$ cat src/rtl/xswitch_pkg.sv
// Shared definitions for the xswitch port feeders, the switch itself and its benches.
package xswitch_pkg;

  localparam int XSW_DATA_W = 8;
  localparam int XSW_ADDR_W = 2;

  typedef struct packed {
    logic [XSW_ADDR_W-1:0] addr;
    logic [XSW_DATA_W-1:0] data;
  } xsw_word_t;

  typedef enum logic [0:0] {
    TX_EMPTY   = 1'b0,
    TX_PRESENT = 1'b1
  } tx_state_e;

endpackage

$ cat src/rtl/xswitch_tx_fifo.sv
// DEPTH-entry first-word-fall-through FIFO: rd_data always shows the oldest entry.
module xswitch_tx_fifo
  import xswitch_pkg::*;
#(
  parameter int W     = XSW_ADDR_W + XSW_DATA_W,
  parameter int DEPTH = 4
) (
  input  logic                       clk,
  input  logic                       rst_n,
  input  logic                       wr_en,
  input  logic [W-1:0]               wr_data,
  input  logic                       rd_en,
  output logic [W-1:0]               rd_data,
  output logic [$clog2(DEPTH):0]     count,
  output logic                       full,
  output logic                       empty
);

  localparam int AW = $clog2(DEPTH);

  logic [W-1:0]  mem_q [DEPTH];
  logic [AW-1:0] wr_ptr_q, wr_ptr_d;
  logic [AW-1:0] rd_ptr_q, rd_ptr_d;
  logic [AW:0]   count_q, count_d;
  logic          wr_ok, rd_ok;

  assign full  = (count_q == (AW+1)'(DEPTH));
  assign empty = (count_q == '0);
  assign count = count_q;
  assign wr_ok = wr_en && !full;
  assign rd_ok = rd_en && !empty;

  assign rd_data = mem_q[rd_ptr_q];

  always_comb begin
    wr_ptr_d = wr_ptr_q;
    rd_ptr_d = rd_ptr_q;
    count_d  = count_q;
    if (wr_ok) wr_ptr_d = wr_ptr_q + 1'b1;
    if (rd_ok) rd_ptr_d = rd_ptr_q + 1'b1;
    case ({wr_ok, rd_ok})
      2'b10:   count_d = count_q + 1'b1;
      2'b01:   count_d = count_q - 1'b1;
      default: count_d = count_q;
    endcase
  end

  // Storage is not reset; the pointers and count define which entries are live.
  always_ff @(posedge clk) begin
    if (wr_ok) mem_q[wr_ptr_q] <= wr_data;
  end

  always_ff @(posedge clk or negedge rst_n) begin
    if (!rst_n) begin
      wr_ptr_q <= '0;
      rd_ptr_q <= '0;
      count_q  <= '0;
    end else begin
      wr_ptr_q <= wr_ptr_d;
      rd_ptr_q <= rd_ptr_d;
      count_q  <= count_d;
    end
  end

endmodule

$ cat src/rtl/xswitch_port_tx.sv
// Transmit feeder for one xswitch input port: buffers producer words and presents
// them on a valid_in/rcv_rdy handshake, with a sent-word counter and stall watchdog.
module xswitch_port_tx
  import xswitch_pkg::*;
#(
  parameter int DATA_W    = XSW_DATA_W,
  parameter int ADDR_W    = XSW_ADDR_W,
  parameter int DEPTH     = 4,
  parameter int STALL_MAX = 255
) (
  input  logic              clk,
  input  logic              reset,
  input  logic              push_valid,
  output logic              push_ready,
  input  logic [DATA_W-1:0] push_data,
  input  logic [ADDR_W-1:0] push_addr,
  output logic [DATA_W-1:0] data_in,
  output logic [ADDR_W-1:0] addr_in,
  output logic              valid_in,
  input  logic              rcv_rdy,
  output logic [15:0]       sent_cnt,
  output logic              stall_err,
  input  logic              err_clr,
  output logic              tx_state
);

  // Handshake: a word moves when valid/ready are both high at a rising edge.
  // valid_in, once high, holds with stable data until rcv_rdy takes the word.
  localparam int W  = ADDR_W + DATA_W;
  localparam int AW = $clog2(DEPTH);
  localparam int SW = $clog2(STALL_MAX + 1);
  localparam logic [0:0]    S_EMPTY   = 1'(TX_EMPTY);
  localparam logic [0:0]    S_PRESENT = 1'(TX_PRESENT);
  localparam logic [AW:0]   CNT_ONE   = (AW+1)'(1);
  localparam logic [SW-1:0] STALL_LIM = SW'(STALL_MAX);
  localparam logic [SW-1:0] STALL_PRE = SW'(STALL_MAX - 1);

  logic [0:0]    state_q, state_d;
  logic [15:0]   sent_q, sent_d;
  logic [SW-1:0] stall_q, stall_d;
  logic          err_q, err_d;
  logic          stall_set;

  logic [W-1:0]  head_word;
  logic [AW:0]   fifo_count;
  logic          fifo_full, fifo_empty;
  logic          push_fire, xfer;

  // push_ready depends on the stored count only, never on rcv_rdy.
  assign push_ready = !fifo_full;
  assign push_fire  = push_valid && push_ready;
  assign valid_in   = (state_q == S_PRESENT);
  assign xfer       = valid_in && rcv_rdy;
  assign {addr_in, data_in} = valid_in ? head_word : '0;

  assign sent_cnt  = sent_q;
  assign stall_err = err_q;
  assign tx_state  = state_q;

  xswitch_tx_fifo #(
    .W     (W),
    .DEPTH (DEPTH)
  ) u_fifo (
    .clk     (clk),
    .rst_n   (reset),
    .wr_en   (push_fire),
    .wr_data ({push_addr, push_data}),
    .rd_en   (xfer),
    .rd_data (head_word),
    .count   (fifo_count),
    .full    (fifo_full),
    .empty   (fifo_empty)
  );

  always_comb begin
    state_d = state_q;
    case (state_q)
      S_EMPTY:   if (push_fire || !fifo_empty) state_d = S_PRESENT;
      S_PRESENT: if (xfer && !push_fire && fifo_count == CNT_ONE) state_d = S_EMPTY;
      default:   state_d = S_EMPTY;
    endcase
  end

  // Watchdog flags only the cycle the run reaches the limit; a saturated run cannot re-set it.
  always_comb begin
    stall_d   = stall_q;
    stall_set = 1'b0;
    if (!valid_in || xfer) begin
      stall_d = '0;
    end else if (stall_q != STALL_LIM) begin
      stall_d = stall_q + 1'b1;
      if (stall_q == STALL_PRE) stall_set = 1'b1;
    end
    err_d = stall_set ? 1'b1 : (err_clr ? 1'b0 : err_q);
    sent_d = xfer ? sent_q + 16'd1 : sent_q;
  end

  always_ff @(posedge clk or negedge reset) begin
    if (!reset) begin
      state_q <= S_EMPTY;
      sent_q  <= '0;
      stall_q <= '0;
      err_q   <= 1'b0;
    end else begin
      state_q <= state_d;
      sent_q  <= sent_d;
      stall_q <= stall_d;
      err_q   <= err_d;
    end
  end

endmodule

$ cat config.mk
export PLATFORM = sky130hd
export DESIGN_NAME = xswitch_port_tx
export DESIGN_NICKNAME = d
export VERILOG_FILES = /design/src/rtl/xswitch_pkg.sv /design/src/rtl/xswitch_tx_fifo.sv /design/src/rtl/xswitch_port_tx.sv
export SDC_FILE = /design/constraint.sdc
export NUM_CORES = 1
export LEC_CHECK = 0
export CAP_MARGIN = 25
export CELL_PAD_IN_SITES_DETAIL_PLACEMENT = 0
export CELL_PAD_IN_SITES_GLOBAL_PLACEMENT = 1
export CORE_ASPECT_RATIO = 1.1
export CORE_MARGIN = 2
export CORE_UTILIZATION = 39
export CTS_CLUSTER_DIAMETER = 120
export DETAILED_ROUTE_END_ITERATION = 6
export PLACE_DENSITY = 0.82
export SLEW_MARGIN = 15
export SYNTH_ARGS = -nofsm -noshare
export SYNTH_HDL_FRONTEND = slang
export SYNTH_SLANG_ARGS = --single-unit
$ cat constraint.sdc
create_clock -name clk -period 4.3 [get_ports clk]
set_input_delay 0.86 -clock clk [delete_from_list [all_inputs] [get_ports clk]]
set_output_delay 0.86 -clock clk [all_outputs]
set_load 0.005 [all_outputs]
; ---- Yosys cells after proc, flatten, opt, wreduce, memory -nomap -nowiden
; Memory sizes are Yosys's and may differ from the RTL's.
; Index checks and enable logic that the tools add are counted.
[word_totals]
regBits = 33
ramBits = 40
inputBits = 15
output_inout_bits = 30
word_cells = 51
mem_count = 1
[mem_list]
columns = name, words, width, read_ports, rd_ports_with_merged_regs, write_ports, line_no
row1 = u_fifo.mem_q, 4, 10, 1, 0, 1, xswitch_tx_fifo.sv:21  ; logic [W-1:0] mem_q [DEPTH];
[op_classes]
addsub = 6
eq_ne = 6
muxes = 14
bitwise = 1
n_reduce_logical = 16
[ops]
columns = cell, n
row1 = $add A16 B1 Y16 const B, 1
row2 = $mux W8, 2
row3 = $mux W10, 1
row4 = $mux W1, 9
row5 = $add A8 B1 Y8 const B, 1
row6 = $eq A8 B8 Y1 const B, 1
row7 = $ne A8 B8 Y1 const B, 1
row8 = $logic_and A1 B1 Y1, 6
row9 = $pmux W3 S2, 1
row10 = $reduce_bool A2 Y1, 3
row11 = $add A2 B1 Y2 const B, 2
row12 = $logic_not A1 Y1, 4
row13 = $add A3 B1 Y3 const B, 1
row14 = $eq A3 B1 Y1 const B, 1
row15 = $eq A3 B3 Y1 const B, 1
row16 = $logic_not A3 Y1, 1
row17 = $sub A3 B1 Y3 const B, 1
row18 = $eq A2 B1 Y1 const B, 1
row19 = $eq A2 B2 Y1 const B, 1
row20 = $logic_or A1 B1 Y1, 2
row21 = $pmux W1 S2, 1
row22 = $not A1 Y1, 1

; ---- Longest topological paths before layout
; Gate-level depths: netlist of the first run.
[logic_depth]
word_depth = 8
mapped_depth = 9
mapped_depth_nobuf = 9

; ---- By module
; A second synthesis of the first run with hierarchy kept.
[hier_totals]
hier_cells = 214
hier_area_um2 = 3196.8
[modules_own_cells]
columns = mod, instances, cells_per_inst, area_per_inst_um2, seq_area_each_um2
row1 = xswitch_tx_fifo, 1, 89, 1885.6, 1376.3
row2 = xswitch_port_tx, 1, 125, 1311.3, 650.6

; ---- Worst setup path before layout of the first run
; No wires, ideal clock.
[synth_path]
path_type = reg2out
startpoint = register u_fifo.rd_ptr_q[0]
endpoint = output addr_in[0]
t_arrival_ps = 1266
required_ps = 3440
path_slack_ps = 2174
stages_incl_launch_ff = 4
path_buffers = 1
cell_sequence = dfrtp_1 buf_4 mux4_2 and2_1
[synth_between]
elab_chain_cells = 2
[synth_lines]
columns = element, line_no
row1 = start: declaration, xswitch_tx_fifo.sv:23  ; logic [AW-1:0] rd_ptr_q, rd_ptr_d;
row2 = start signal: assignment, xswitch_tx_fifo.sv:60  ; rd_ptr_q <= rd_ptr_d;
row3 = $mem_v2 Z4 W10, --
row4 = $mux W10, xswitch_port_tx.sv:54  ; assign {addr_in, data_in} = valid_in ? head_word : '0;
row5 = end: declaration, xswitch_port_tx.sv:18  ; output logic [ADDR_W-1:0] addr_in,
; Every way passes these cells.

; ---- Final worst setup path of the first run
[layout_path]
startpoint = register u_fifo.rd_ptr_q[0]
endpoint = output data_in[1]
[layout_between]
elab_chain_cells = 2
[layout_lines]
columns = element, line_no
row1 = $mem_v2 Z4 W10, --
row2 = $mux W10, xswitch_port_tx.sv:54
row3 = end: declaration, xswitch_port_tx.sv:17  ; output logic [DATA_W-1:0] data_in,
; Every way passes these cells.

==> reports/results.ini, run 1 <==
[power]
swShare=0.281
switchingPower_mw=0.641
peakVddDrop_v=0.000245
p_leak_nw=1.51
combPwrFrac=0.293
clock_power_share=0.254
power_density_nw_per_um2=580
power_frac_seq=0.453
p_int_mw=1.64

[floorplanning]
core_region_area_um2=7870
initial_core_util=0.401
die_area_um2=8830
die_h_um=98.4
ios=45
die_w_um=89.8
std_cell_rows=34

[placed_design]
place.gp.congestion=0.736
dpl_cell_area_um2=3710
port_buffers=44
hpwl_mm=3.72

[timing]
hold_viol=0
finalCritPeriodShare=0.741
rsz0062_at_grt=no
slew_violations=0
finalSetupTns_ps=0
min_period_ps=3190
skew_ps=4.92
fmax_mhz=314
worst_slew_pin_slew_ps=693
max-slew-margin-rel=0.538
finalSetupViolations=0

[clock_network]
clockRootBuffer=clkbuf_8
hold_buffers=0
clk_pin_slew_worst_paths_ps=70
clk_latency_ps=340
post_cts_buffers=0
clkSinkCount=73
numCtsBuffers=9
cts_resized=0
ctsLongestPathBuffers=2
htree_levels=3
tritoncts=done

[layout]
drive_above_1_share=0.114
area_growth_syn_to_layout_pct=24.3
post-route-cell-area_um2=3930
n_fill_cell=712
layout.area.seq_um2=2030
antennaDiodeCount=0
multiInputGateArea_um2=1060
fin_nets=295

[synth]
ys_warn_count=0
synth_edf_count=40
syn_area_per_cell_um2=14.5
yosys-top-cells-area=edfxtp_1, dfrtp_1, mux4_2, ha_1, xnor2_1
yosysTopAreaCell=edfxtp_1
synth_nets=245
ys_types=36
ys_seq_area_frac=0.642
synth_top_area_frac=0.380
synth-main-ff-cell=edfxtp_1
async_flop_share=0.452
netlist_area_um2=3160
syn_inst=218
ys_ff_latch=73

[critical_path]
crit_type=reg2out
critical-path-slowest-cell=dfrtp_1
critPathCaptureType=output port
worstPathRequired_ps=3440
crit_fanout=12
critPathLaunchType=register
cp_top_family=flip-flops
cpPeakStageDelay_ps=790
arrival_ps=2330
worst-path-buf-inv=1
cp_cell_sequence=mux4_2 > and2_1 > clkdlybuf4s50_1

[route]
ant_nets=0
drt_wl_total_mm=5.48
dr.first_iter.drc_count=55
wl_per_cell_um=14.4
via_per_inst=4.87
num_vias=1857
dr.pass1.iters=5
drcViolationCount=0

[global_routing]
grt_pass1_vias=1889
grt_pass1_wl_mm=9.22
grt_overflow=0
grtUsageTotal=0.134
grt_max_degree=34
antenna_found_initial=0

[flow_run]
max_cap_viol_count=0

[outcome]
status=finished, final reports clean

[min_path]
worstHoldPathType=reg2reg

-- cell usage in the layout, fill, tap and decap left out, drive strengths merged, types with 4 or more instances in the layout --
master	netlist	layout
dfrtp	33	33
mux4	10	10
nand4	5	5
nor3	5	5
clkbuf	2	9
xor2	6	6
a31oi	4	4
edfxtp	40	40
nand3	8	8
ha	12	12
nand2	12	12
xnor2	17	17
clkinv	0	5
and2	11	11
clkdlybuf4s50	0	44
nor2	12	12
and3	6	6
inv	11	11
-- kinds of logic after synthesis --
kind of cell | count (synthesis) | share of synthesized area
AOI/OAI and AO/OA | 14 | 0.0281
xor gates and xnor gates | 23 | 0.0638
adders and majority gates | 12 | 0.0475
buffers and inverters | 17 | 0.0238
DFF | 73 | 0.642
muxes | 12 | 0.0781
and+or+nand+nor | 67 | 0.117
-- Yosys cell counts (2+ instances only) --
library cell,n
nand3_1,8
o21ai_0,2
buf_2,2
and3_1,6
buf_4,2
dfrtp_1,33
and2_1,11
inv_1,11
nor3_1,3
nand2_1,12
a31oi_1,4
ha_1,12
xor2_1,6
nor3_2,2
mux4_2,10
nand4_1,4
edfxtp_1,40
xnor2_1,17
a211oi_1,3
a21oi_1,3
nor2_1,12
-- state kept, by name, indices dropped and copies added (netlist names) --
name / cells
stall_err: 1
stall_q: 8
u_fifo.count: 3
sent_cnt: 16
u_fifo.wr_ptr_q: 2
u_fifo.mem_q: 40
u_fifo.rd_ptr_q: 2
tx_state: 1
-- cell type report --
class / instances / area share
multi-input cells: 128 / 0.269
clock inverters: 7 / 0.0242
flip-flops and latches: 73 / 0.516
repair buffers: 45 / 0.114
well taps: 108 / 0.0344
inverters: 11 / 0.0105
clock buffers: 9 / 0.0315
-- power by group through the flow --
stage          sequential [mW]  clock [mW]  combinational (mW)
2_1_floorplan            0.981           0               0.432
3_3_place_gp              1.04           0               0.660
3_5_place_dp              1.05           0               0.676
4_1_cts                   1.04       0.596               0.681
5_1_grt                   1.06       0.628               0.735
6_report                  1.03       0.578               0.668
-- worst paths after layout --
kind	from	to	slack [ps]	depth (start not counted)
setup / recovery	u_fifo.rd_ptr_q[0]	data_in[1]	1110	3
hold / removal	sent_cnt[15]	sent_cnt[15]	470	1
setup reg to reg	tx_state	u_fifo.count[2]	2270	6
hold reg to reg	sent_cnt[15]	sent_cnt[15]	470	1
max in group asynchronous	reset	u_fifo.count[1]	3070	2
min in group asynchronous	reset	sent_cnt[6]	930	2
-- routing by layer --
| layer | track usage | share of wire | up-vias |
|---|---|---|---|
| li1 | - | - | 884 |
| met1 | 0.165 | 0.45 | 918 |
| met2 | 0.223 | 0.49 | 53 |
| met3 | 0.0517 | 0.060 | 2 |
| met4 | 0.0391 | 0.0015 | 0 |
| met5 | 0 | 0 | - |
-- stage by stage --
stage	total power, mW	hold slack (ps)	instances	worst slack [ps]	util
global route	2.42	527	381	951	0.499
global placement	1.70	460	365	1460	0.471
CTS	2.31	477	381	1060	0.499
finish	2.28	467	381	1110	0.499
detailed placement	1.72	466	365	1450	0.471
floorplan	1.41	462	218	2170	-
(Power assumes the default switching activity.)
==> inputs of run 2 (changes only) <==
==> constraint.sdc (replaced) <==
create_clock -name clk -period 3.04 [get_ports clk]
set_input_delay 0.608 -clock clk [delete_from_list [all_inputs] [get_ports clk]]
set_output_delay 0.608 -clock clk [all_outputs]
set_load 0.005 [all_outputs]
==> run 2 against run 1 <==
  * Sequential power increased by 38%
  * Worst hold slack improved by 9.2 ps
  * Register-to-register slack got worse by 1200 ps
  * Die area unchanged
  * Critical path type unchanged
  * Largest power group unchanged
==> reports/results.ini, run 2 (synthesis results as in run 1) <==
[route]
drt_wl_total_mm=5.59
via_per_inst=4.84
dr.pass1.iters=4
dr.first_iter.drc_count=89
ant_nets=0
drcViolationCount=0
num_vias=1853
wl_per_cell_um=14.6

[layout]
post-route-cell-area_um2=3920
drive_above_1_share=0.124
area_growth_syn_to_layout_pct=24.2
final_common_cell=clkdlybuf4s50_1
largest_register=u_fifo.mem_q
antennaDiodeCount=0
fin_nets=297
largest_register_ffs=40
n_fill_cell=687
post-route-util=0.499
mostFrequentLayoutCells=clkdlybuf4s50_1, edfxtp_1, dfrtp_1, xnor2_1

[timing]
fmax_mhz=382
skew_ps=10.1
finalSetupViolations=0
max-slew-margin-rel=0.635
min_period_ps=2620
finalCritPeriodShare=0.862
worst_slew_pin_slew_ps=548
slew_violations=0
finalSetupTns_ps=0
whs_ps=476
rsz0062_at_grt=no
hold_viol=0

[clock_network]
post_cts_buffers=0
clk_latency_ps=340
tritoncts=done
clkSinkCount=73
hold_buffers=0
clockRootBuffer=clkbuf_8
cts_resized=0
clk_pin_slew_worst_paths_ps=80
numCtsBuffers=9
htree_levels=3
ctsLongestPathBuffers=2

[global_routing]
grtUsageTotal=0.141
grt_overflow=0
grt_pass1_wl_mm=9.83
grt_max_degree=34
antenna_found_initial=0
grt_pass1_vias=1946

[critical_path]
r2r_slack_ps=1100
critPathLaunchType=register
crit_fanout=11
rr_startpoint=tx_state
crit_type=reg2out
critPathCaptureType=output port
worstPathRequired_ps=2430
arrival_ps=2010
startpoint=u_fifo.rd_ptr_q[1]

[placed_design]
hpwl_mm=3.81
dpl_cell_area_um2=3720
place.gp.congestion=0.805
port_buffers=44

[floorplanning]
die_h_um=98.4
core_region_area_um2=7870
ios=45
std_cell_rows=34
initial_core_util=0.401
die_w_um=89.8
die_area_um2=8830

[power]
total_power_mw=3.20
peakVddDrop_v=0.000392
p_leak_nw=1.51
power_density_nw_per_um2=814

[min_path]
worstHoldPathType=reg2reg
hp-start=sent_cnt[15]

[flow_run]
max_cap_viol_count=0

[outcome]
status=finished, final reports clean

## run 2: final cells by class
type / instances / area, um2 / area share
inverter: 11 / 41.3 / 0.0105
sequential: 73 / 2030 / 0.517
multi-input combinational: 128 / 1060 / 0.269
timing repair buffer: 47 / 463 / 0.118
clock inverter: 7 / 77.6 / 0.0198
tap: 108 / 135 / 0.0344
clock buffer: 9 / 124 / 0.0316
## run 2: stage by stage
| step | worst slack, ps | instances |
|---|---|---|
| after floorplan | 1170 | 218 |
| after global placement | 718 | 367 |
| after detailed placement | 658 | 367 |
| after CTS | 377 | 383 |
| after global routing | 288 | 383 |
| final | 421 | 383 |
## run 2: power breakdown
| part | leakage, nW | internal [mW] | switching (mW) |
|---|---|---|---|
| sequential | 0.787 | 1.26 | 0.154 |
| clock | 0.101 | 0.388 | 0.382 |
| combinational | 0.623 | 0.609 | 0.401 |
## run 2: worst max-delay path: stages, from the launching register on
cell             delay (ps)
dfrtp_1                 680
mux4_2                  390
and2_1                  170
clkdlybuf4s50_1         440
## run 2: metal layers
metal	track usage	share of wire	up-vias
li1	-	-	892
met1	0.192	0.47	910
met2	0.215	0.47	45
met3	0.0417	0.047	6
met4	0.0568	0.011	0
met5	0	0	-
## run 2: final timing paths
check | endpoint | cells past startpoint
setup / recovery | addr_in[1] | 3
hold / removal | sent_cnt[15] | 1
setup reg to reg | u_fifo.count[2] | 6
hold reg to reg | sent_cnt[15] | 1
max in group asynchronous | u_fifo.count[1] | 2
min in group asynchronous | sent_cnt[6] | 2
